<file path="config.mk">
export PLATFORM = sky130hd
export DESIGN_NAME = txn_requester
export DESIGN_NICKNAME = d
export VERILOG_FILES = /design/src/rtl/txn_requester.sv
export SDC_FILE = /design/constraint.sdc
export NUM_CORES = 1
export LEC_CHECK = 0
export ABC_CLOCK_PERIOD_IN_PS = 2700
export CORE_ASPECT_RATIO = 1.25
export CORE_UTILIZATION = 53
export CTS_CLUSTER_SIZE = 30
export DETAILED_ROUTE_END_ITERATION = 7
export PLACE_DENSITY = 0.81
export SLEW_MARGIN = 15
export SYNTH_ARGS = -nofsm -noshare
export SYNTH_HDL_FRONTEND = slang
export SYNTH_SLANG_ARGS = --single-unit
</file>
<file path="constraint.sdc">
create_clock -name clock -period 2.7 [get_ports clock]
set_input_delay 0.405 -clock clock [delete_from_list [all_inputs] [get_ports clock]]
set_output_delay 0.405 -clock clock [all_outputs]
set_load 0.005 [all_outputs]
</file>
<file path="src/rtl/txn_requester.sv">
// -----------------------------------------------------------------------------
// txn_requester
//
// Upstream request stage. On a `start` command it issues `count` single-beat
// requests to a downstream responder, one at a time. For each accepted beat it
// captures the response, keeps a running sum and counts completed beats. Each
// beat is guarded by a timeout. Completion or abort is reported with a
// one-cycle `done` pulse.
//
// Ports:
//   clock      - block clock, all state updates on the rising edge
//   reset      - synchronous, active-high reset
//   start      - command strobe, sampled only in IDLE
//   count      - number of beats to issue, sampled with `start`
//   tx_valid   - request to downstream (decoded from registered state only)
//   rx_ready   - downstream accept, may depend combinationally on tx_valid
//   rx_rdata   - downstream response data, valid when tx_valid && rx_ready
//   busy       - high in every state except IDLE
//   done       - one-cycle pulse at the end of every command
//   timeout    - sticky abort flag, cleared by the next accepted start
//   last_data  - rx_rdata of the most recent accepted beat
//   sum        - zero-extended running sum of accepted rx_rdata (wraps)
//   xfer_cnt   - beats accepted in the current command
// -----------------------------------------------------------------------------
module txn_requester #(
  parameter int DATA_W     = 4,
  parameter int CNT_W      = 4,
  parameter int SUM_W      = 8,
  parameter int TIMEOUT    = 8,
  parameter int GAP_CYCLES = 1
) (
  input  logic              clock,
  input  logic              reset,
  input  logic              start,
  input  logic [CNT_W-1:0]  count,
  output logic              tx_valid,
  input  logic              rx_ready,
  input  logic [DATA_W-1:0] rx_rdata,
  output logic              busy,
  output logic              done,
  output logic              timeout,
  output logic [DATA_W-1:0] last_data,
  output logic [SUM_W-1:0]  sum,
  output logic [CNT_W-1:0]  xfer_cnt
);

  // Counter widths; a degenerate parameter value still gets a 1-bit counter.
  localparam int WAIT_W = (TIMEOUT > 1) ? $clog2(TIMEOUT) : 1;
  localparam int GAP_W  = (GAP_CYCLES > 1) ? $clog2(GAP_CYCLES) : 1;

  localparam logic [WAIT_W-1:0] WAIT_LAST = WAIT_W'(TIMEOUT - 1);
  // Unused when GAP_CYCLES is 0 because the GAP state is then never entered.
  localparam logic [GAP_W-1:0]  GAP_LAST  = GAP_W'(GAP_CYCLES - 1);

  typedef enum logic [1:0] {
    S_IDLE,
    S_REQ,
    S_GAP,
    S_DONE
  } state_t;

  state_t              state_q,     state_d;
  logic [CNT_W-1:0]    count_q,     count_d;
  logic [WAIT_W-1:0]   wait_q,      wait_d;
  logic [GAP_W-1:0]    gap_q,       gap_d;
  logic                tx_valid_q,  tx_valid_d;
  logic                busy_q,      busy_d;
  logic                done_q,      done_d;
  logic                timeout_q,   timeout_d;
  logic [DATA_W-1:0]   last_data_q, last_data_d;
  logic [SUM_W-1:0]    sum_q,       sum_d;
  logic [CNT_W-1:0]    xfer_cnt_q,  xfer_cnt_d;

  logic handshake;

  // tx_valid_q is only ever high in REQ, so this is the beat-accept condition.
  assign handshake = tx_valid_q && rx_ready;

  always_comb begin
    // NOTE: every signal assigned here gets a default first so that no path
    // through the case statement leaves it unassigned and infers a latch.
    state_d     = state_q;
    count_d     = count_q;
    wait_d      = wait_q;
    gap_d       = gap_q;
    timeout_d   = timeout_q;
    last_data_d = last_data_q;
    sum_d       = sum_q;
    xfer_cnt_d  = xfer_cnt_q;

    unique case (state_q)
      S_IDLE: begin
        if (start) begin
          sum_d      = '0;
          xfer_cnt_d = '0;
          timeout_d  = 1'b0;
          wait_d     = '0;
          gap_d      = '0;
          if (count != '0) begin
            count_d = count;
            state_d = S_REQ;
          end else begin
            state_d = S_DONE;
          end
        end
      end

      S_REQ: begin
        if (handshake) begin
          last_data_d = rx_rdata;
          sum_d       = sum_q + SUM_W'(rx_rdata);
          xfer_cnt_d  = xfer_cnt_q + CNT_W'(1);
          wait_d      = '0;
          if (xfer_cnt_d == count_q) begin
            state_d = S_DONE;
          end else if (GAP_CYCLES > 0) begin
            gap_d   = '0;
            state_d = S_GAP;
          end else begin
            state_d = S_REQ;
          end
        end else if (wait_q == WAIT_LAST) begin
          // Request withdrawn only here: the beat waited TIMEOUT cycles.
          timeout_d = 1'b1;
          state_d   = S_DONE;
        end else begin
          wait_d = wait_q + WAIT_W'(1);
        end
      end

      S_GAP: begin
        if (gap_q == GAP_LAST) begin
          gap_d   = '0;
          state_d = S_REQ;
        end else begin
          gap_d = gap_q + GAP_W'(1);
        end
      end

      S_DONE: begin
        state_d = S_IDLE;
      end

      default: begin
        state_d = S_IDLE;
      end
    endcase

    // Outputs are registered from the next state so they carry no
    // combinational path from any input.
    tx_valid_d = (state_d == S_REQ);
    busy_d     = (state_d != S_IDLE);
    done_d     = (state_d == S_DONE);
  end

  always_ff @(posedge clock) begin
    // NOTE: sequential state uses non-blocking assignments so every flop
    // samples the pre-edge values regardless of statement order.
    if (reset) begin
      state_q     <= S_IDLE;
      count_q     <= '0;
      wait_q      <= '0;
      gap_q       <= '0;
      tx_valid_q  <= 1'b0;
      busy_q      <= 1'b0;
      done_q      <= 1'b0;
      timeout_q   <= 1'b0;
      last_data_q <= '0;
      sum_q       <= '0;
      xfer_cnt_q  <= '0;
    end else begin
      state_q     <= state_d;
      count_q     <= count_d;
      wait_q      <= wait_d;
      gap_q       <= gap_d;
      tx_valid_q  <= tx_valid_d;
      busy_q      <= busy_d;
      done_q      <= done_d;
      timeout_q   <= timeout_d;
      last_data_q <= last_data_d;
      sum_q       <= sum_d;
      xfer_cnt_q  <= xfer_cnt_d;
    end
  end

  assign tx_valid  = tx_valid_q;
  assign busy      = busy_q;
  assign done      = done_q;
  assign timeout   = timeout_q;
  assign last_data = last_data_q;
  assign sum       = sum_q;
  assign xfer_cnt  = xfer_cnt_q;

endmodule

</file>
==> out/results.txt, run 1 <==
The post-route cell area was 1810 um^2; the flop and latch count out of synthesis was 29. The complex-gate fraction of the synthesized area was 0.180. In this run the most critical hold path is launched from last_data[1]. The critical path crosses 6 cells after its start point.

The post-route setup TNS is 0 ns, and the register-to-register setup slack is 1.01 ns. CTS placed an instance of clkbuf_4 at the clock tree root. The number of setup buffers added after CTS is 0.

Dividing the detail-routed wire length by the instance count gives 14.7 um. In this run the worst hold path is classified as flop to flop. The fraction of final layout cells with drive strength greater than 1 is 0.0838, and the total global routing track utilization is 0.261.

The global routing stage identified its most utilized layer as met2. For this design the static power due to leakage is 0.000727 uW. For this design the ratio of total power to cell area is 464 nW/um^2.

First-pass GRT wire length: 5630 um. For the worst setup path, the data required time is 2.98 ns. The post-synthesis area per instance came out at 9.18 um^2. Number of cell instances on the worst register-to-register path: 5. The start of the worst register-to-register path is sum[1]. The tools report the final-report setup violation count as 0.

The flow ran to the end, and the final reports show no timing, DRC or antenna violations. The detailed-route DRC error count is 0, and the total number of H-tree levels is 2. Critical-path cell with the highest stage delay: clkdlybuf4s50_1. The main combinational cell family by area after synthesis is simple AND/OR/NAND/NOR gates.

Walking the worst path, the cells encountered are clkdlybuf4s50_1, ha_1, a211oi_1, o21bai_1, a31o_2, a21oi_1. The region available for standard cell placement spans 2480 um^2. The maximum fanout along the worst path works out to 4.

Initial core utilization: 0.574. The critical path's top delay family was compound AO/OA/AOI/OAI gates. Summed over all layers, the routed wires come to 3290 um.

For this run, the leading register cell type out of synthesis is dfxtp_1. The post-synthesis share of cell area spent on xor and xnor gates works out to 0.0493. The cell row count is 20, and the clock latency at the later pin of the worst-skew pair is 0.34 ns. Met2 usage: 0.493. Number of warning messages in the yosys log: 0. The worst setup path is launched from an input port.

The detail route stage leaves a number of antenna-violating nets equal to 0. Summing every instance area after synthesis gives 1420 um^2. The total half-perimeter wirelength after legalization and detailed placement is 2380 um. The first detailed-routing pass ran for 4 iterations. Setup repair after global routing left no endpoint under its margin.

The number of buffers and inverters on the critical path is 1, and the count of buffers from port buffering is 31. The tools report the met1 usage in global routing as 0.260. The actual transition at the worst max-transition pin was 0.538 ns. The simple-gate portion of the synthesized area is 0.239, and the worst-case hold slack is 0.462 ns. Hold repair after CTS inserted 0 buffers. Across the VDD grid, the largest voltage drop is 0.000413 V. For this run, the slowest stage of the critical path takes 0.48 ns. For the via count of the first global-routing pass, the log shows 1,300.

The first routing iteration left 37 violations. The run gives 0.812 as the global placer's final weighted congestion. The initial antenna violation count is 0. The tools report the net count of the mapped netlist as 175.

The y dimension of the die works out to 59.9 um. The clock-pin slew reported for the worst setup and hold paths after clock tree synthesis was 0.11 ns. The tools report the capturing point of the worst reg2reg path as sum[5].

The post-detailed-placement cell area was 1760 um^2; the total via count in the routed design was 1,268. The worst slew margin relative to its limit is 0.640. The critical path endpoint category was a flop. The share of async-settable or async-resettable flops after synthesis was 0.

The critical path starts at rx_rdata[1]. The tool flagged a number of max-cap violations equal to 0. The run gives 0.0814 as the met3 global-route usage.

The fraction of the cycle the final worst path needs works out to 0.690. The number of enable-type register cells in the synthesized netlist was 0; the total global routing overflow was 0. The synthesized-area fraction occupied by adder cells is 0.0756, and the fraction of the yosys area taken by sequential cells is 0.408.

The number of top-level design ports is 32, and the total clock buffers created by CTS is 5. The final count of pins violating max slew was 0; the final net count was 210. The hold violation total from the final report came out at 0. The pin count of the biggest net entering global routing came out at 18. The tools report the capturing element of the worst setup path as sum[5].

The post-cts repair resize count is 0. The area growth from synthesis to layout is 27.3%. The number of diodes added for antenna fixing was 0; the unique cell type count in the Yosys netlist was 43.

TritonCTS built the clock tree. The clock skew was 0.0189 ns. In this run the deepest clock path goes through 2 buffers. The total die area is 2900 um^2.

The setup path with the least slack is of type input port to flop. The fraction of synthesized area in multiplexers was 0.0211; the clock net sink count was 29. The floorplan step set the die width to 48.3 um. After detailed routing, the number of vias per cell comes to 5.66. Data on the critical path arrives at its endpoint at 2.14 ns.

The top achievable clock speed is 537 MHz. Subtracting the final worst setup slack from the clock period gives 1.86 ns. The instance count of the mapped netlist is 155.
where the power goes:
group / total [uW] / internal (uW) / switching, uW
Combinational: 127 / 61.9 / 65.0
Sequential: 457 / 442 / 15.7
Clock: 257 / 98.9 / 158
worst min-delay path, delay by kind of cell (launching register included):
family / cells / cell delay [ns]
compound gates: 1 / 0.05
simple gates: 1 / 0.05
flops: 1 / 0.32
layout by cell type, fill, tap and decap left out, drive strengths merged, types with 3 or more instances in the layout:
| master | instances |
|---|---|
| nand2 | 16 |
| nor3 | 3 |
| nand4 | 3 |
| a22oi | 5 |
| nor2 | 16 |
| clkdlybuf4s50 | 31 |
| o21ai | 4 |
| dfxtp | 29 |
| xor2 | 3 |
| xnor2 | 5 |
| inv | 4 |
| a21oi | 15 |
| mux2i | 3 |
| clkbuf | 6 |
| nand3 | 7 |
| and3 | 4 |
| ha | 7 |
cell type report:
class / count / area [um^2]
multi-input cells: 118 / 805
fillers: 195 / 667
flip-flops and latches: 29 / 581
repair buffers: 32 / 318
clock buffers: 6 / 41.3
well taps: 33 / 41.3
inverters: 4 / 15.0
clock inverters: 2 / 10.0
per-layer routing:
metal | share of wire | wire, um | up-vias
li1 | - | - | 628
met1 | 0.40 | 1310 | 591
met2 | 0.53 | 1750 | 43
met3 | 0.053 | 175 | 6
met4 | 0.015 | 48 | 0
met5 | 0 | 0 | -
Yosys cell counts, types with 2 or more instances:
library cell	count	area, um^2
a31o_2	2	17.5
o21ai_0	3	15.0
clkbuf_1	3	11.3
nand4_1	3	18.8
inv_1	4	15.0
a211oi_1	2	15.0
a21oi_1	15	75.1
a22oi_1	4	30.0
nand3b_1	2	15.0
nor2_1	15	56.3
and3_1	4	25.0
xor2_1	3	26.3
mux2i_1	3	30.0
xnor2_1	5	43.8
ha_1	7	87.6
dfxtp_1	29	581
nand2b_1	2	12.5
nand2_1	16	60.1
nor3_1	3	15.0
nand3_1	7	35.0
metrics by stage:
| stage | setup WS [ns] | power (uW) | instances | util |
|---|---|---|---|---|
| 3_3_place_gp | 0.582 | 588 | 216 | 0.710 |
| 6_report | 0.837 | 841 | 224 | 0.731 |
| 5_1_grt | 0.770 | 878 | 224 | 0.731 |
| 3_5_place_dp | 0.526 | 592 | 216 | 0.710 |
| 4_1_cts | 0.892 | 849 | 224 | 0.731 |
| 2_1_floorplan | 1.10 | 541 | 155 | - |
logic make-up (layout without fill, tap and decap cells):
kind of cell | Yosys count | in the layout
adders and majority gates | 8 | 8
and+or+nand+nor | 62 | 62
xor gates and xnor gates | 8 | 8
buffers and inverters | 8 | 44
muxes | 3 | 3
AOI/OAI and AO/OA | 37 | 37
DFF | 29 | 29
state kept, by name (all words and copies together) (netlist names), 2 cells and up:
register and cells:
sum 8, last_data 4, state_q 2, wait_q 3, count_q 4, xfer_cnt 4
worst min path at each step:
stage                    to  slack (ns)  cells past startpoint
2_1_floorplan  last_data[0]        0.45                      2
3_3_place_gp   last_data[0]        0.44                      2
3_5_place_dp   last_data[0]        0.45                      2
4_1_cts        last_data[0]        0.46                      2
5_1_grt        last_data[1]        0.49                      2
6_report       last_data[1]        0.46                      2
Note: power is estimated with default switching activity, not from simulation.
==> run 2, diff against run 1 <==
- ABC_CLOCK_PERIOD_IN_PS: 2700 -> 1900
- CORE_UTILIZATION: 53 -> 49
- PLACE_DENSITY: 0.81 -> 0.75
- clock period: 2.7 -> 1.9 ns (I/O delays scaled with it)
==> out/results.txt, run 2 (synthesized netlist as in run 1, its figures left out) <==
The critical path data arrival time is 1.95 ns (-0.19 ns). The run gives 0.526 (-0.0486) as the initial core utilization. The count of buffers from port buffering is 31 (unchanged).

The tools report the total global routing track utilization as 0.238 (-0.0233). The actual transition at the worst max-transition pin is 0.480 ns (-0.0586 ns). For the detailed-route DRC error count, the log shows 0 (unchanged).

Number of top-level design ports: 32 (unchanged). Type of element launching the critical path: an input port. The tools report the clock tree root driver cell as clkbuf_4.

The number of violations reported at the end of detailed-routing iteration 0 was 32 (-14%). Leaving out fill and tap cells, the most frequent cell in the layout is clkdlybuf4s50_1. For the number of maximum-capacitance violations, the log shows 0 (unchanged). The clock-pin slew reported for the worst setup and hold paths after clock tree synthesis was 0.10 ns (about the same). The static leakage is 0.000756 uW (+4.0%). The logs give 0.000548 V (+33%) for the largest vdd supply drop and 0 (unchanged) for the hold buffer count at CTS. The first-pass GRT wire length was 5640 um (+0.12%).

The critical path in this run is classified as input port to flop. The cell total after placement was 223 (+3.2%). The delay of the slowest cell on the worst path is 0.42 ns (-0.06 ns), and the total number of H-tree levels is 2 (unchanged). The maximum fanout along the worst path came out at 3 (-1). The final-report setup violation count is 0 (unchanged), and the utilization of the core after routing is 0.687 (-0.0433). The worst path required time was 2.16 ns (-0.82 ns); the number of vias per cell after detailed routing was 5.67 (about the same). The area growth from synthesis to layout is 30.8%. For the total die area, the log shows 3120 um^2 (+7.8%). The number of routed nets with antenna violations came out at 0 (unchanged). The run gives 5 (unchanged) as the total clock buffers created by CTS. The x dimension of the die is 50.2 um (+3.8%), and the clock net sink count is 29 (unchanged).

The tools report the pin count of the biggest net entering global routing as 20 (+2). The library cells used most frequently in the layout, excluding fill and tap cells, are clkdlybuf4s50_1 (31), dfxtp_1 (29), nand2_1 (16), nor2_1 (15), a21oi_1 (15). The minimum clock period was 1.69 ns.

The count of fill cells added during filler insertion is 219 (+12%). The critical path goes through clkdlybuf4s50_1, ha_1, fa_1, nand3_1, a22oi_4, a31o_2, a21oi_1. The tools report the post-CTS setup repair buffer count as 0 (unchanged). The routed length per instance works out to 14.3 um (-2.4%). The tools report the total core area as 2710 um^2 (+9.2%). The y dimension of the die was 62.2 um (+3.9%); the number of diodes added for antenna fixing was 0 (unchanged). The initial antenna violation count is 0 (unchanged). Among cell families on the critical path, the largest total delay comes from adder cells. The number of detailed-route iterations in the first pass is 4 (unchanged), and the final count of pins violating max slew is 0 (unchanged).

Setup repair after global routing left no endpoint under its margin. For the worst slew margin relative to its limit, the log shows 0.680 (+0.0400). The final standard cell count with taps included and fillers excluded was 230 (+2.7%). The run gives 0.33 ns (about the same) as the clock latency at the later pin of the worst-skew pair.

The final net count is 216 (+2.9%), and the flip-flop count of the largest register, all copies and words added is 8 (unchanged). The total routed wirelength came out at 3290 um (+0.24%). The post-cts repair resize count came out at 0 (unchanged). The worst hold path belongs to the class flop to flop. The fraction of final layout cells with drive strength greater than 1 was 0.107 (+0.0234). Critical-path cell with the highest stage delay: clkdlybuf4s50_1. The number of buffers and inverters on the critical path was 1 (unchanged); the via count of the first global-routing pass was 1,304 (+0.31%). The logs give 2450 um (+2.9%) for the total half-perimeter wirelength after legalization and detailed placement and 1,303 (+2.8%) for the total via count in the routed design. The flow ran to the end, and the final reports show no timing, DRC or antenna violations.

The total global routing overflow came out at 0 (unchanged). The power per cell area came out at 659 nW/um^2 (+42%). The hold violation total from the final report came out at 0 (unchanged). The tools report the post-route setup TNS as 0 ns (unchanged).

The cell row count was 21 (+5.0%). TritonCTS built the clock tree. Timing would allow up to 592 MHz. The run gives 0.780 (-4.0%) as the global placer's final weighted congestion. The clock skew was 0.0118 ns (-0.00712 ns); the buffer depth of the longest clock path was 2 (unchanged). STA classifies the critical path endpoint as a flop.

The fraction of the cycle the final worst path needs works out to 0.889.
[run 2: cell count changes in the layout (fill, tap and decap cells not counted)]
cell | previous run | this run
clkinv_2 | 2 | 0
clkbuf_8 | 0 | 1
buf_4 | 1 | 7
[run 2: layout make-up]
type / count / area [um^2] / share of cell area
Multi-Input combinational cell: 118 / 805 / 0.432
Sequential cell: 29 / 581 / 0.312
Timing Repair Buffer: 38 / 363 / 0.195
Clock buffer: 7 / 55.1 / 0.0296
Tap cell: 34 / 42.5 / 0.0229
Inverter: 4 / 15.0 / 0.00807
[run 2: final timing paths]
| path | startpoint | endpoint | slack [ns] | cells after the start |
|---|---|---|---|---|
| max reg2reg | sum[1] | sum[5] | 0.25 | 5 |
| max | rx_rdata[0] | sum[6] | 0.21 | 7 |
| min reg2reg | last_data[2] | last_data[2] | 0.46 | 2 |
| min | last_data[2] | last_data[2] | 0.46 | 2 |
[run 2: routing by layer]
metal	share of wire	wire length (um)	global-route usage
met4	0.025	82	0.0964
met3	0.051	167	0.0809
met1	0.42	1380	0.257
met5	0	0	0
met2	0.51	1670	0.410
[run 2: metrics by stage]
step	hold WS (ns)	power (uW)	setup slack, ns	cell area (um^2)
CTS	0.467	1230	0.222	1860
global route	0.488	1280	0.151	1860
global placement	0.444	846	-0.0721	1810
detailed placement	0.453	853	-0.122	1810
floorplan	0.390	769	0.391	1420
finish	0.459	1230	0.211	1860
[run 2: where the power goes]
| part | internal (uW) | leakage [uW] | switching [uW] |
|---|---|---|---|
| logic | 95.5 | 0.000489 | 96.1 |
| clock network | 174 | 0.0000314 | 211 |
| registers | 627 | 0.000236 | 21.8 |
| total | 897 | 0.000756 | 329 |
[run 2: worst min-delay path, stage by stage, from the launching register on]
cell     delay [ns]
dfxtp_1        0.32
nand2_1        0.05
a21oi_1        0.05
==> run 3, diff against run 2 <==
- ABC_CLOCK_PERIOD_IN_PS: 1900 -> unset
- GPL_TIMING_DRIVEN: unset -> 0
- PLACE_DENSITY: 0.75 -> unset
- PLACE_DENSITY_LB_ADDON: unset -> 0.12
==> out/results.txt, run 3 (synthesized netlist as in run 1, its figures left out) <==
On the critical path, the stage with the largest delay is an instance of clkdlybuf4s50_1. The total half-perimeter wirelength after legalization and detailed placement is 2290 um (-6.6%). Leaving out fill and tap cells, the most frequent cell in the layout is clkdlybuf4s50_1. The type of element launching the critical path is an input port. The run gives 4 (unchanged) as the number of detailed-route iterations in the first pass. The number of vias per cell after detailed routing was 5.57 (-1.6%); the maximum fanout along the worst path was 3 (unchanged). The tools report the total die area as 3120 um^2 (unchanged).

The x dimension of the die works out to 50.2 um (unchanged). The number of top-level design ports was 32 (unchanged); the clock latency at the later pin of the worst-skew pair was 0.32 ns (about the same). The register-to-register setup slack came out at 0.26 ns (about the same). The critical path in this run is classified as input port to flop. The signal on the critical path passes through clkdlybuf4s50_1, ha_1, fa_1, nand3_1, a22oi_4, a31o_2, a21oi_1. The number of cell instances on the worst register-to-register path was 6 (+1). STA classifies the critical path endpoint as a flop. The number of routed nets with antenna violations is 0 (unchanged), and the clock skew is 0.0132 ns (+0.00146 ns). The run gives 0.224 (-0.0139) as the total global routing track utilization.

The library cells used most frequently in the layout, excluding fill and tap cells, are clkdlybuf4s50_1 (31), dfxtp_1 (29), nand2_1 (16), nor2_1 (15), a21oi_1 (15). The via count of the first global-routing pass was 1,201 (-7.9%); the minimum clock period was 1.72 ns (+0.0272 ns). The detailed-route DRC error count came out at 0 (unchanged). The total number of H-tree levels was 2 (unchanged). Hold violation total from the final report: 0 (unchanged).

The run finished with clean final reports. The run gives 0.771 (-1.2%) as the global placer's final weighted congestion. The run gives 23 (-28%) as the number of violations reported at the end of detailed-routing iteration 0. The tools report the capture endpoint of the worst hold path as last_data[1].

The clock-pin slew reported for the worst setup and hold paths after clock tree synthesis was 0.09 ns (about the same). The final count of pins violating max slew is 0 (unchanged). TritonCTS built the clock tree. Setup repair after global routing left no endpoint under its margin.

The cell count of the worst hold path is 2 (unchanged). The startpoint identified for the worst register-to-register timing path is sum[0]. The fraction of final layout cells with drive strength greater than 1 came out at 0.0829 (-0.0242).

The tightest min-delay check is of the flop to flop type. The worst-case hold slack was 0.459 ns (-0.0000370 ns); the cell row count was 21 (unchanged). The actual transition at the worst max-transition pin is 0.576 ns (+0.0959 ns). The total routed wirelength was 3020 um (-8.3%). For the worst path setup slack after routing, the log shows 0.184 ns (-0.0272 ns). Fraction of the cycle the final worst path needs: 0.903 (+0.0143). The root buffer cell chosen for the clock tree is clkbuf_4.

The critical path data arrival time is 1.97 ns (+0.02 ns). The largest vdd supply drop is 0.000505 V (-7.8%), and the routed length per instance is 13.3 um (-7.1%). Initial antenna violation count: 0 (unchanged). The capturing point of the worst reg2reg path is sum[6].

The static leakage was 0.000732 uW (-3.2%); the worst path required time was 2.15 ns (about the same). Delay of the slowest cell on the worst path: 0.43 ns (about the same). The logs give -0.151 ns (-0.0286 ns) for the setup slack after placement and 0 (unchanged) for the number of diodes added for antenna fixing. Compared with the post-synthesis result, the final layout area differs by 29.0%.

The power per cell area is 658 nW/um^2 (about the same), and the number of maximum-capacitance violations is 0 (unchanged). The buffer depth of the longest clock path is 2 (unchanged), and the count of buffers from port buffering is 31 (unchanged). Source of the worst hold timing path: last_data[1].

The clock net sink count was 29 (unchanged). The logs give 0 (unchanged) for the total global routing overflow and 213 (-1.4%) for the final net count. The total via count in the routed design came out at 1,265 (-2.9%). The tools report the pin count of the biggest net entering global routing as 11 (-45%). Y dimension of the die: 62.2 um (unchanged). The tools report the total core area as 2710 um^2 (unchanged). The initial core utilization was 0.526 (unchanged); the final-report setup violation count was 0 (unchanged). The run gives 583 MHz (-1.6%) as the top achievable clock speed. The logs give 5 (unchanged) for the total clock buffers created by CTS and 0.615 (-0.0650) for the worst slew margin relative to its limit. The first-pass GRT wire length is 5310 um (-5.9%), and the flip-flop count of the largest register, all copies and words added is 8 (unchanged).
run 3: cell types whose count changed in the layout (fill, tap and decap cells not counted):
| cell | before | now |
|---|---|---|
| a211oi_1 | 2 | 1 |
| a211oi_2 | 0 | 1 |
| buf_4 | 7 | 0 |
| buf_6 | 0 | 1 |
| clkbuf_1 | 1 | 4 |
run 3: worst max-delay path by stage:
stage / startpoint / endpoint / slack, ns / cells after the start
floorplan: sum[0] / sum[6] / 0.39 / 6
detailed placement: rx_rdata[1] / sum[5] / -0.15 / 6
finish: rx_rdata[0] / sum[6] / 0.18 / 7
CTS: rx_rdata[1] / sum[5] / 0.18 / 6
global placement: rx_rdata[1] / sum[5] / -0.12 / 6
global route: rx_rdata[0] / sum[6] / 0.09 / 7
run 3: repair_timing:
| item | in CTS | in global routing |
|---|---|---|
| buffers inserted | 0 | 0 |
| hold buffers | 0 | 0 |
| gates resized for setup | 0 | 1 |
| setup endpoints to repair | 0 | 1 |
run 3: area by class of cell:
cell class              count  area, um^2
fillers                   221         871
multi-input cells         118         810
flip-flops and latches     29         581
repair buffers             31         310
clock buffers               7        55.1
well taps                  34        42.5
plain buffers               4        22.5
inverters                   4        15.0
run 3: stage by stage:
| step | TNS (ns) | utilization | total power (uW) | cells | instance area [um^2] |
|---|---|---|---|---|---|
| 2_1_floorplan | 0 | - | 769 | 155 | 1420 |
| 3_3_place_gp | -0.405 | 0.656 | 841 | 220 | 1780 |
| 3_5_place_dp | -0.635 | 0.656 | 846 | 220 | 1780 |
| 4_1_cts | 0 | 0.676 | 1220 | 227 | 1830 |
| 5_1_grt | 0 | 0.678 | 1260 | 227 | 1840 |
| 6_report | 0 | 0.678 | 1210 | 227 | 1840 |
run 3: metal layers:
layer  global-route usage  vias to the layer above  wire (um)
met3               0.0441                        5         97
li1                     -                      637          -
met5                    0                        -          0
met4               0.0964                        0         51
met2                0.387                       29       1570
met1                0.259                      594       1310
run 3: report_power, final:
group | total (uW) | leakage [uW] | switching (uW) | internal, uW
sequential | 645 | 0.000236 | 17.6 | 627
clock | 376 | 0.0000314 | 201 | 174
combinational | 188 | 0.000465 | 96.3 | 91.5
total | 1210 | 0.000732 | 315 | 893
run 3: worst max-delay path, delay by kind of cell:
family                   cells  cell delay, ns
adder cells (fa/ha/maj)      2            0.67
AO/OA/AOI/OAI                3            0.45
AND/OR/NAND/NOR              1            0.13
buffers and inverters        1            0.43
==> RTL edit (config.mk and constraints of run 3) <==
Encoding of `state_t`: now one-hot (4 bits for 4 states).
--- a/src/rtl/txn_requester.sv
+++ b/src/rtl/txn_requester.sv
@@ -52,11 +52,11 @@
   // Unused when GAP_CYCLES is 0 because the GAP state is then never entered.
   localparam logic [GAP_W-1:0]  GAP_LAST  = GAP_W'(GAP_CYCLES - 1);
 
-  typedef enum logic [1:0] {
-    S_IDLE,
-    S_REQ,
-    S_GAP,
-    S_DONE
+  typedef enum logic [3:0] {
+    S_IDLE = 4'b0001,
+    S_REQ  = 4'b0010,
+    S_GAP  = 4'b0100,
+    S_DONE = 4'b1000
   } state_t;
 
   state_t              state_q,     state_d;
Behaviour: no difference found for any inputs over 10 cycles, from zero or initial values and one cycle with reset high; not proved beyond that.
==> RTL edit against run 3 <==
Routed wire length is 21% higher; area after synthesis is 6.8% higher; sequential cell count up 2; die area increased by 6.5%; non-clock buffer count up 2; first-iteration DRC count is 35% higher; final area increased by 12%; worst setup slack got worse by 130 ps; largest cell class unchanged.
Power is not compared: it rests on default switching activity, and its combinational part moved more than twofold at a synthesized area within 25%.
==> RTL edit: results (changes against run 3) <==
metric	value	unit	change
clk_lat worst skew	340	ps	+20 ps
number of global-route vias before repair	1342		+12%
Adder-Cell Fraction of Synth Area	7.08	%	-0.48 points
Post-Layout Cell Count	234		+3.1%
ratio of cells with drive above 1 in the final layout	17.7	%	+9.4 points
Slew HR	68.5	%	+7.0 points
Post-Syn Nets	178		+1.7%
Layout Nets	217		+1.9%
gr usage total	24.6	%	+2.2 points
Worst Hold Path EP	count_q[3]		
Post-Place Cell Area	1860	um2	+5.0%
Hold Path Cell Cnt	3		+1
post-synthesis cell count	158		+1.9%
Hold Crit Class	primary input to flop		
WHS	285	ps	-174 ps
initial DRC count	31		+35%
Post-DP HPWL	2.53	mm	+10%
Clock Skews	17.5	ps	+4.28 ps
Peak VDD IR	0.806	mV	
WL per Instance	15.7	um	+18%
largest net degree at the start of global routing	11		unchanged
Place WS	-284	ps	-134 ps
initial antenna violation count	0		unchanged
post-synthesis xor/xnor area fraction	4.61	%	-0.31 points
GP Congestion	0.781		+1.3%
register area share after synthesis	40.9	%	+0.048 points
crit-path leading delay family	adder cells		
R2R setup slack	80	ps	-180 ps
routed vias/inst	5.79		+3.9%
clk slew on worst S/H paths	110	ps	+20 ps
number of flip-flops in the largest register	8		unchanged
Clock Tree Root	clkbuf_4		
worst reg2reg path depth	4		-2
status	finished clean		
CP max-delay cell	clkdlybuf4s50_1		
most common library cells after synthesis	dfxtp_1 (31), a21oi_1 (13), nor2_1 (13)		
drt pass-1 iters	4		unchanged
first-pass GRT wire length	5.95	mm	+12%
worst r2r dst	xfer_cnt[3]		
total CTS buffers	5		unchanged
reg2reg start	state_q[0]		
Critical Path AT	2100	ps	+130 ps
multiplexer share of the synthesized area	4.61	%	+2.5 points
hold_sp	start		
crit path max fanout	4		+1
Async SR Flop Fraction	0	%	unchanged
clock buffer depth	2		unchanged
dominant cells by area after synthesis	dfxtp_1 (41%), ha_1 (5.8%), mux2i_1 (4.6%), a21oi_1 (4.3%), nor2_1 (3.2%)		
post-synthesis compound-gate area fraction	17.4	%	-0.65 points
Port Buffers	30		-3.2%
Fill cells	228		+3.2%
Largest stage delay, worst path	490	ps	+60 ps
[RTL edit: changes by cell type in the layout (fill, tap and decap cells not counted), sizes merged, moves of 4 or more]
cell | before | now
a22oi | 5 | 1
and3 | 4 | 0
buf | 1 | 5
mux2i | 3 | 7
nand2 | 16 | 11
o21ai | 4 | 8
[RTL edit: power by group]
part	internal, mW	leakage (nW)	switching (mW)
Combinational	0.297	0.505	0.269
Sequential	0.720	0.253	0.0759
Clock	0.311	0.0482	0.246
Total	1.33	0.806	0.590
[RTL edit: worst max-delay path by stage]
stage | endpoint | slack [ps]
after global placement | sum[4] | -230
after CTS | sum[6] | 20
final | sum[6] | 60
after detailed placement | sum[6] | -280
after floorplan | sum[6] | 200
after global routing | sum[6] | -30
[RTL edit: timing repair]
| item | 4_1_cts | 5_1_grt |
|---|---|---|
| setup buffers | 2 | 0 |
| pin swaps | 0 | 1 |
| setup endpoints to repair | 7 | 8 |
| hold endpoints to repair | 0 | 0 |
| resized for setup | 1 | 15 |
[RTL edit: per-layer routing]
| metal | vias up | track usage [%] | wire [um] |
|---|---|---|---|
| li1 | 661 | - | - |
| met5 | - | 0 | 0 |
| met1 | 656 | 26.2 | 1530 |
| met2 | 28 | 41.2 | 1920 |
| met3 | 10 | 8.57 | 141 |
| met4 | 0 | 13.2 | 76 |
[RTL edit: through the flow]
step	TNS, ps	total power [mW]
2_1_floorplan	0	1.12
3_3_place_gp	-750	1.27
3_5_place_dp	-1110	1.29
4_1_cts	0	1.89
5_1_grt	-37.7	2.01
6_report	0	1.92
[RTL edit: worst reg2reg max path, delay by kind of cell (launching register included)]
| kind | cells | cell delay [ps] |
|---|---|---|
| buf+inv | 1 | 180 |
| flops | 1 | 380 |
| simple gates | 2 | 1020 |
| compound gates | 1 | 160 |
[RTL edit: final cells by class]
type	instances	area, um2	share of cell area (%)
multi-input cells	119	926	45.2
flip-flops and latches	31	627	30.6
repair buffers	32	318	15.5
clock buffers	6	51.3	2.51
well taps	36	45.0	2.20
clock inverters	2	35.0	1.71
plain buffers	5	33.8	1.65
inverters	3	11.3	0.550
[RTL edit: logic make-up after synthesis]
group | after synthesis
adder cells (fa/ha/maj) | 8
buffers and inverters | 8
XOR/XNOR | 8
multiplexers | 7
AND/OR/NAND/NOR | 57
flip-flops | 31
AO/OA/AOI/OAI | 39
